<file path="src/rtl/tron_pkg.sv">
// rtl/tron_pkg.sv - opcode/ext codes, FSM states, flag indices and decode helper for the Tron core
package tron_pkg;

  localparam logic [3:0] OP_RR    = 4'b0000;
  localparam logic [3:0] OP_ANDI  = 4'b0001;
  localparam logic [3:0] OP_ORI   = 4'b0010;
  localparam logic [3:0] OP_XORI  = 4'b0011;
  localparam logic [3:0] OP_JAL   = 4'b0100;
  localparam logic [3:0] OP_ADDI  = 4'b0101;
  localparam logic [3:0] OP_SHIFT = 4'b1000;
  localparam logic [3:0] OP_SUBI  = 4'b1001;
  localparam logic [3:0] OP_CMPI  = 4'b1011;
  localparam logic [3:0] OP_MOVI  = 4'b1101;
  localparam logic [3:0] OP_LUI   = 4'b1111;

  localparam logic [3:0] EXT_AND = 4'b0001;
  localparam logic [3:0] EXT_OR  = 4'b0010;
  localparam logic [3:0] EXT_XOR = 4'b0011;
  localparam logic [3:0] EXT_LSH = 4'b0100;
  localparam logic [3:0] EXT_ADD = 4'b0101;
  localparam logic [3:0] EXT_JAL = 4'b1000;
  localparam logic [3:0] EXT_SUB = 4'b1001;
  localparam logic [3:0] EXT_CMP = 4'b1011;
  localparam logic [3:0] EXT_MOV = 4'b1101;

  localparam int FLG_L = 0;
  localparam int FLG_C = 1;
  localparam int FLG_F = 2;
  localparam int FLG_Z = 3;
  localparam int FLG_N = 4;

  typedef enum logic [1:0] {S_FETCH, S_DECODE, S_EXECUTE, S_LUI_WB} state_t;

  typedef enum logic [3:0] {
    C_NOP, C_ADD, C_SUB, C_CMP, C_AND, C_OR, C_XOR, C_MOV,
    C_LSH, C_LSHI, C_JAL, C_LUI
  } cls_t;

  typedef struct packed {
    cls_t cls;
    logic use_imm;
    logic sext;
  } dec_t;

  // Immediate forms share the register-form class; only operand B differs.
  function automatic dec_t decode(input logic [15:0] ir);
    dec_t d;
    d.cls     = C_NOP;
    d.use_imm = 1'b0;
    d.sext    = 1'b0;
    case (ir[15:12])
      OP_RR: begin
        case (ir[7:4])
          EXT_ADD: d.cls = C_ADD;
          EXT_SUB: d.cls = C_SUB;
          EXT_CMP: d.cls = C_CMP;
          EXT_AND: d.cls = C_AND;
          EXT_OR:  d.cls = C_OR;
          EXT_XOR: d.cls = C_XOR;
          EXT_MOV: d.cls = C_MOV;
          default: d.cls = C_NOP;
        endcase
      end
      OP_ADDI: begin d.cls = C_ADD; d.use_imm = 1'b1; d.sext = 1'b1; end
      OP_SUBI: begin d.cls = C_SUB; d.use_imm = 1'b1; d.sext = 1'b1; end
      OP_CMPI: begin d.cls = C_CMP; d.use_imm = 1'b1; d.sext = 1'b1; end
      OP_MOVI: begin d.cls = C_MOV; d.use_imm = 1'b1; d.sext = 1'b1; end
      OP_ANDI: begin d.cls = C_AND; d.use_imm = 1'b1; end
      OP_ORI:  begin d.cls = C_OR;  d.use_imm = 1'b1; end
      OP_XORI: begin d.cls = C_XOR; d.use_imm = 1'b1; end
      OP_LUI:  d.cls = C_LUI;
      OP_SHIFT: begin
        if (ir[7:4] == EXT_LSH)      d.cls = C_LSH;
        else if (ir[7:5] == 3'b000)  d.cls = C_LSHI;
      end
      OP_JAL: if (ir[7:4] == EXT_JAL) d.cls = C_JAL;
      default: d.cls = C_NOP;
    endcase
    return d;
  endfunction

endpackage

</file>
<file path="src/rtl/tron_controller.sv">
// rtl/tron_controller.sv - FETCH/DECODE/EXECUTE(/LUI_WB) sequencer and instruction decode
module tron_controller
  import tron_pkg::*;
(
  input  logic        clk,
  input  logic        reset,
  input  logic [15:0] ir,
  output state_t      state,
  output dec_t        dec,
  output logic        ir_load,
  output logic        flag_load,
  output logic        pc_jump,
  output logic        regWrite
);

  state_t state_next;

  always_ff @(posedge clk or negedge reset) begin
    if (!reset) state <= S_FETCH;
    else        state <= state_next;
  end

  always_comb begin
    dec        = decode(ir);
    state_next = S_FETCH;
    ir_load    = 1'b0;
    flag_load  = 1'b0;
    pc_jump    = 1'b0;
    regWrite   = 1'b0;
    case (state)
      S_FETCH: begin
        ir_load    = 1'b1;
        state_next = S_DECODE;
      end
      S_DECODE: begin
        flag_load  = (dec.cls == C_ADD) || (dec.cls == C_SUB) || (dec.cls == C_CMP);
        state_next = S_EXECUTE;
      end
      S_EXECUTE: begin
        // LUI defers its write by one state.
        regWrite   = (dec.cls != C_NOP) && (dec.cls != C_CMP) && (dec.cls != C_LUI);
        pc_jump    = (dec.cls == C_JAL);
        state_next = (dec.cls == C_LUI) ? S_LUI_WB : S_FETCH;
      end
      S_LUI_WB: begin
        regWrite   = 1'b1;
        state_next = S_FETCH;
      end
      default: state_next = S_FETCH;
    endcase
  end

endmodule

</file>
<file path="src/rtl/tron_datapath.sv">
// rtl/tron_datapath.sv - register file, ALU/shifter, flag register, PC and IR
module tron_datapath
  import tron_pkg::*;
(
  input  logic        clk,
  input  logic        reset,
  input  logic [15:0] instruction,
  input  dec_t        dec,
  input  logic        ir_load,
  input  logic        flag_load,
  input  logic        pc_jump,
  input  logic        reg_write,
  output logic [15:0] ir,
  output logic [15:0] addressOut,
  output logic [15:0] busOutput
);

  logic [15:0] regs [16];
  logic [15:0] pc;
  logic [15:0] flagreg;
  logic [15:0] a, rs, b, imm, neg_amt, shifted, flags_next;
  logic [16:0] sum, diff;

  assign addressOut = pc;

  always_comb begin
    a          = regs[ir[11:8]];
    rs         = regs[ir[3:0]];
    imm        = dec.sext ? {{8{ir[7]}}, ir[7:0]} : {8'h00, ir[7:0]};
    b          = dec.use_imm ? imm : rs;
    sum        = {1'b0, a} + {1'b0, b};
    diff       = {1'b0, a} - {1'b0, b};
    neg_amt    = 16'd0 - rs;
    shifted    = 16'h0000;
    flags_next = 16'h0000;
    busOutput  = 16'h0000;

    // Shift count in Rsrc is signed: 0..15 left, -1..-15 right, otherwise zero.
    if (rs[15:4] == 12'h000)
      shifted = a << rs[3:0];
    else if (rs[15:4] == 12'hFFF && rs[3:0] != 4'h0)
      shifted = a >> neg_amt[3:0];

    case (dec.cls)
      C_ADD: begin
        flags_next[FLG_C] = sum[16];
        flags_next[FLG_F] = (a[15] == b[15]) && (sum[15] != a[15]);
      end
      C_SUB: begin
        flags_next[FLG_C] = diff[16];
        flags_next[FLG_F] = (a[15] != b[15]) && (diff[15] != a[15]);
      end
      C_CMP: begin
        flags_next[FLG_L] = a < b;
        flags_next[FLG_Z] = a == b;
        flags_next[FLG_N] = $signed(a) < $signed(b);
      end
      default: flags_next = 16'h0000;
    endcase

    case (dec.cls)
      C_ADD:   busOutput = sum[15:0];
      C_SUB:   busOutput = diff[15:0];
      C_AND:   busOutput = a & b;
      C_OR:    busOutput = a | b;
      C_XOR:   busOutput = a ^ b;
      C_MOV:   busOutput = b;
      C_LSH:   busOutput = shifted;
      C_LSHI:  busOutput = a << ir[3:0];
      C_JAL:   busOutput = pc;
      C_LUI:   busOutput = {ir[7:0], 8'h00};
      default: busOutput = 16'h0000;
    endcase
  end

  always_ff @(posedge clk or negedge reset) begin
    if (!reset) begin
      pc      <= 16'h0000;
      ir      <= 16'h0000;
      flagreg <= 16'h0000;
      for (int i = 0; i < 16; i++) regs[i] <= 16'(i);
    end else begin
      if (ir_load) begin
        ir <= instruction;
        pc <= pc + 16'd1;
      end
      if (pc_jump)   pc <= rs;
      if (flag_load) flagreg <= flags_next;
      if (reg_write) regs[ir[11:8]] <= busOutput;
    end
  end

endmodule

</file>
<file path="src/rtl/tron_cpu.sv">
// rtl/tron_cpu.sv - multi-cycle 16-bit Tron core: controller plus datapath
module tron_cpu
  import tron_pkg::*;
(
  input  logic        clk,
  input  logic        reset,
  input  logic [15:0] instruction,
  output logic [15:0] addressOut,
  output logic [15:0] busOutput
);

  state_t      state;
  dec_t        dec;
  logic [15:0] ir;
  logic        ir_load, flag_load, pc_jump, regWrite;

  tron_controller fsmController (
    .clk       (clk),
    .reset     (reset),
    .ir        (ir),
    .state     (state),
    .dec       (dec),
    .ir_load   (ir_load),
    .flag_load (flag_load),
    .pc_jump   (pc_jump),
    .regWrite  (regWrite)
  );

  tron_datapath UUTdatapath (
    .clk         (clk),
    .reset       (reset),
    .instruction (instruction),
    .dec         (dec),
    .ir_load     (ir_load),
    .flag_load   (flag_load),
    .pc_jump     (pc_jump),
    .reg_write   (regWrite),
    .ir          (ir),
    .addressOut  (addressOut),
    .busOutput   (busOutput)
  );

endmodule

</file>
<file path="config.mk">
export PLATFORM = sky130hd
export DESIGN_NAME = tron_cpu
export DESIGN_NICKNAME = d
export VERILOG_FILES = /design/src/rtl/tron_pkg.sv /design/src/rtl/tron_controller.sv /design/src/rtl/tron_datapath.sv /design/src/rtl/tron_cpu.sv
export SDC_FILE = /design/constraint.sdc
export NUM_CORES = 1
export LEC_CHECK = 0
export ABC_AREA = 0
export BUFFER_PORTS_ARGS = -buffer_cell sky130_fd_sc_hd__buf_2
export CAP_MARGIN = 20
export CORE_AREA = 2 2 242 184
export CTS_CLUSTER_DIAMETER = 30
export DETAILED_ROUTE_END_ITERATION = 10
export DIE_AREA = 0 0 244 186
export PLACE_DENSITY = 0.72
export SYNTH_ARGS = -nofsm -noshare
export SYNTH_HDL_FRONTEND = slang
export SYNTH_SLANG_ARGS = --single-unit
export TNS_END_PERCENT = 30
</file>
<file path="constraint.sdc">
create_clock -name clk -period 8.4 [get_ports clk]
set_input_delay 1.26 -clock clk [delete_from_list [all_inputs] [get_ports clk]]
set_output_delay 1.26 -clock clk [all_outputs]
set_load 0.01 [all_outputs]
</file>
[Yosys cells after proc, flatten, opt, wreduce, memory -nomap -nowiden]
Index checks and enable logic that the tools add are counted.
Cells by class
  $add $sub $neg: 4
  $mul: 0
  div/mod/pow operators: 0
  magnitude comparators: 3
  eq/ne operators: 35
  shift-type cells: 3
  mux-type cells: 28
  bitwise gates (word level): 5
  reductions and logical operators: 13
Operators with widths (number)
  bitwise mux 256 bit: 1
  2-to-1 mux 16 bit: 11
  case mux 16 bit (10 select lines): 1
  binary-select mux 16 bit (select 4 bit): 2
  demux 16 bit (select 4 bit): 1
  equality test 4 bit (second input constant): 13
  case mux 4 bit (11 select lines): 1
  equality test 4 x 3 -> 1 bit (second input constant): 8
  << shifter 16 x 4 -> 16 bit: 2
  case mux 3 bit (7 select lines): 1
  equality test 4 x 2 -> 1 bit (second input constant): 5
  adder 16 x 1 -> 16 bit (second input constant): 1
  adder 16 bit: 1
  bitwise AND 16 bit: 1
  OR 16 bit: 1
  right shift 16 x 4 -> 16 bit: 1
  subtractor 16 bit: 1
  XOR 16 bit: 1
  equality test 12 bit (second input constant): 1
  equality test 4 x 1 -> 1 bit (second input constant): 3
  logical NOT 12 bit: 1
  2-to-1 mux 4 bit: 3
  >= comparator 5 bit (second input constant): 2
  inverter 4 -> 5 bit: 2
  18 further kinds: 26
Storage, ports and cells
  register bits after elaboration: 290
  latch bits: 0
  bits in writable memories: 0
  ROM bits: 0
  output and inout bits: 32
  word-level logic and storage cells: 110
  memories kept: 0

[Depth between registers and ports, before layout]
  depth after elaboration: 10
  gate-level depth with buffers: 28

[Cells and area by module]
Synthesis repeated with hierarchy kept, for this count alone.
Unflattened totals
  cells, all modules: 2001
  area total of the unflattened synthesis: 20542.2 um^2
Modules (own cells, without submodules)
  tron_datapath: times used 1, cells an instance 1943, area each 20103.0 um^2, sequential area each 7247.0 um^2
  tron_controller: times used 1, cells an instance 58, area each 439.2 um^2, sequential area each 50.0 um^2

[Worst setup path before layout]
No wires, ideal clock.
  path type: register to output
  start point: register UUTdatapath.ir[0]
  end point: output port busOutput[15]
  arrival time: 5.256 ns
  setup slack: 1.884 ns
  cell stages (with the launch flop): 28
  cells stage by stage: dfrtp_1 > buf_6 > buf_12 > buf_12 > buf_12 > buf_8 > mux2i_1 > a22oi_2 > a21oi_4 > nor2_4 > inv_1 > buf_2 > o21ai_0 > inv_1 > ha_1 > nor2_1 > a21oi_1 > inv_1 > ha_1 > nor2b_1 > o31a_1 > o211ai_1 > o211ai_1 > a311o_1 > xnor3_1 > a211oi_4 > buf_6 > inv_2
Between the ends
  longest elaborated chain between the ends: 9
RTL lines
  from (decl): line tron_datapath.sv:13  | output logic [15:0] ir,
  from (signal assigned): line tron_datapath.sv:84  | ir <= instruction;
  inverter 4 -> 5 bit (not written as such): line tron_datapath.sv:28  | rs = regs[ir[3:0]];
  binary-select mux 16 bit (select 4 bit): line tron_datapath.sv:28
  2-to-1 mux 16 bit (not written as such) (2 in a row): line tron_datapath.sv:28
  subtractor 1 x 4 -> 4 bit (tied with other cells): line tron_datapath.sv:33  | neg_amt = 16'd0 - rs;
  right shift 16 x 4 -> 16 bit / logical AND 1 bit (equally long branches): line tron_datapath.sv:42, tron_datapath.sv:41
  2-to-1 mux 16 bit: line tron_datapath.sv:41  | else if (rs[15:4] == 12'hFFF && rs[3:0] != 4'h0)
  2-to-1 mux 16 bit: line tron_datapath.sv:39  | if (rs[15:4] == 12'h000)
  case mux 16 bit (10 select lines) *: line tron_datapath.sv:61  | case (dec.cls)
  to (decl): line tron_cpu.sv:9  | output logic [15:0] busOutput
Every way passes the cells marked *; elsewhere a longest branch is shown, timed or not. The select of a mux whose other input is x is not followed.

[Worst setup path in the final report]
Same ends and word-level chain as after synthesis.

==> run metrics <==
Ys Warns 0; transition at the pin with the smallest max-transition slack between 1000 and 1500 ps; vertical die dimension 186 um; vias in the first global route 18600; global-route wire length before repair ~120000 um; Clk pin slew, worst setup/hold paths about 60 ps; sort of element at the end of the critical path output pin; TritonCTS clock tree built; CP peak stage delay about 770 ps; most repeated library cell on the critical path o211ai_1; Mapped Avg Cell Area roughly 9.5 um^2; Final min period 8020 ps; row count 66; number of enable-type register cells in the synthesized netlist 0; overall die area 45400 um^2; biggest area consumer among synthesized cells dfrtp_1; final layout net count 2303; vias per cell between 6 and 7; Routability Congestion approximately 1.1; achievable frequency roughly 120 MHz; IO Count 50; grt ovf 0; total setup buffers inserted after CTS 0; number of sinks handled by clock tree synthesis between 200 and 300; antenna diode instance count 0; initial core utilization 0.495; area fraction of the dominant cell type after synthesis 0.303; fillcell total 3821; initial antenna violation count 5; summed instance area of the synthesized netlist between 20000 and 25000 um^2; hold_buf cts 0; TNS Setup 0 ps; most instantiated flip-flop cell in the synthesis netlist dfrtp_1; share of synthesized flip-flops with an asynchronous set or reset 1.00; overall via count from detail_route just under 20000; biggest area contributors in the synthesized netlist dfrtp_1 30%, mux4_2 14%, nand2_1 5.8%, o21ai_0 5.0%, mux2i_1 4.3%; Placeable Area about 43000 um^2; DRC errors left 0; # Max-Cap Violations 0; share of post-route cells with drive strength above 1 0.213; Area growth syn-to-layout 10.9%; status finished, final reports clean; most used standard cells in the synthesized netlist 331 x nand2_1, 258 x dfrtp_1, 214 x o21ai_0; slowest stage cell, crit path dfrtp_4; H-tree depth reported by CTS 2; Max-slew headroom 0.201; critical-path maximum fanout 70; endpoints failing setup 0; Post-CTS Resized 0; share of the cycle needed by the critical path after routing 0.955; Max Clock Skew roughly 37 ps; number of DRC violations after detailed-routing iteration 0 2653; root buffer selected by CTS clkbuf_16; clock buffer count from CTS 46; hold violation count in the final report 0; total wirelength of the detailed-routed design around 83000 um; remaining number of nets flagged by the antenna check after routing 0; Hold WC Path Type flop to flop; number of slew-limit violations in the final report 0; WL/cell 29.2 um; number of distinct standard cells referenced by the synthesized netlist between 100 and 150; arrival time worst endpoint 6760 ps; critical path data required time just over 7000 ps; setup repair after global routing missed its margin false; CP startpoint kind flop; number of I/O port buffers 49; synthesized instance count 2246; maximum root-to-sink buffer count 3; Die Width 244 um; Clk Latency, worst-skew pair between 500 and 600 ps; CP cell instances buf_12, mux4_2, mux2i_1, a211oi_1, nor2_1, inv_1, nor3_1, a21oi_1, xnor2_1, ha_1, or4_1, o211ai_1, o211ai_1, a311o_1, xnor3_1, a211oi_4, inv_2, buf_2; post-detailed-placement half-perimeter wirelength between 50000 and 60000 um; Seq/Total Area, Yosys 0.343; combined global-route utilization of all metal layers 0.365; DRT Pass-1 Iters 10; pin count of the biggest net entering global routing roughly 120; post-synthesis register bit count 290; cell with the most instances after synthesis nand2_1; category of the critical setup timing path flop to output pin; Mapped Nets around 2300
-- critical path: cells and delay by family, from the launching register on --
kind                       cells  cell delay (ps)
AOI/OAI and AO/OA              6             1660
and+or+nand+nor                3             1180
buffers and inverters          4              770
xor gates and xnor gates       2              610
DFF                            1              770
adders and majority gates      1              260
muxes                          2              850
-- cell families after synthesis --
logic type                 synth area share
buffers and inverters                0.0556
xor gates and xnor gates             0.0136
muxes                                 0.199
AOI/OAI and AO/OA                     0.197
adders and majority gates            0.0315
and+or+nand+nor                       0.160
DFF                                   0.343
-- placed cells by master (no fill, tap or decap), types with 32 or more instances in the layout --
cell / Yosys / final
nand2_1: 331 / 331
dfrtp_1: 258 / 254
o21ai_0: 214 / 214
nor2_1: 153 / 152
mux4_2: 132 / 132
a21oi_1: 114 / 114
mux2i_1: 92 / 91
nand3_1: 70 / 70
inv_1: 63 / 63
buf_4: 8 / 62
ha_1: 52 / 52
buf_2: 38 / 48
clkbuf_16: 0 / 47
a22oi_1: 40 / 40
dfstp_2: 32 / 32
-- registers in the layout, indices dropped and copies added, names as in the netlist --
name                    cells
fsmController.state         2
UUTdatapath.ir             16
UUTdatapath.addressOut     16
UUTdatapath.regs          256
-- layout make-up --
class	instances	area, um^2	share of cell area
Clock inverter	38	455	0.0193
Tap cell	578	723	0.0306
Sequential cell	290	7310	0.310
Inverter	69	262	0.0111
Timing Repair Buffer	119	881	0.0373
Multi-Input combinational cell	1706	12800	0.543
Clock buffer	48	1170	0.0495
-- path summary, 6_finish.rpt --
| check | endpoint | cells after the start | slack, ps | start |
|---|---|---|---|---|
| max in group asynchronous | UUTdatapath.regs[234]$_DFFE_PN0P_ | 2 | 6160 | reset |
| worst min-delay path | UUTdatapath.regs[128]$_DFFE_PN1P_ | 2 | 480 | UUTdatapath.regs[128]$_DFFE_PN1P_ |
| worst min register to register | UUTdatapath.regs[128]$_DFFE_PN1P_ | 2 | 480 | UUTdatapath.regs[128]$_DFFE_PN1P_ |
| worst max-delay path | busOutput[15] | 18 | 380 | UUTdatapath.ir[0]$_DFFE_PN0P_ |
| min in group asynchronous | UUTdatapath.regs[240]$_DFFE_PN0P_ | 1 | 750 | reset |
| worst max register to register | UUTdatapath.regs[111]$_DFFE_PN0P_ | 18 | 1750 | UUTdatapath.ir[0]$_DFFE_PN0P_ |
-- layer usage --
metal	routed length, um	GRT usage	share of wire
met5	106	0	0.0013
met4	3570	0.135	0.043
met3	11800	0.127	0.14
met2	34100	0.513	0.41
met1	33500	0.518	0.40
-- metrics by stage --
stage | cell area (um^2) | utilization | setup slack [ps] | hold slack (ps) | instances
after floorplan | 21300 | - | 1880 | 459 | 2246
after global placement | 21900 | 0.508 | 1060 | 466 | 2755
after detailed placement | 21900 | 0.508 | 993 | 472 | 2756
after CTS | 23500 | 0.546 | 349 | 481 | 2842
after global routing | 23600 | 0.549 | 108 | 495 | 2848
final | 23600 | 0.549 | 379 | 481 | 2848
Power is not shown: default switching activity piles up to over one toggle a cycle in this logic, so the estimate is an artifact.
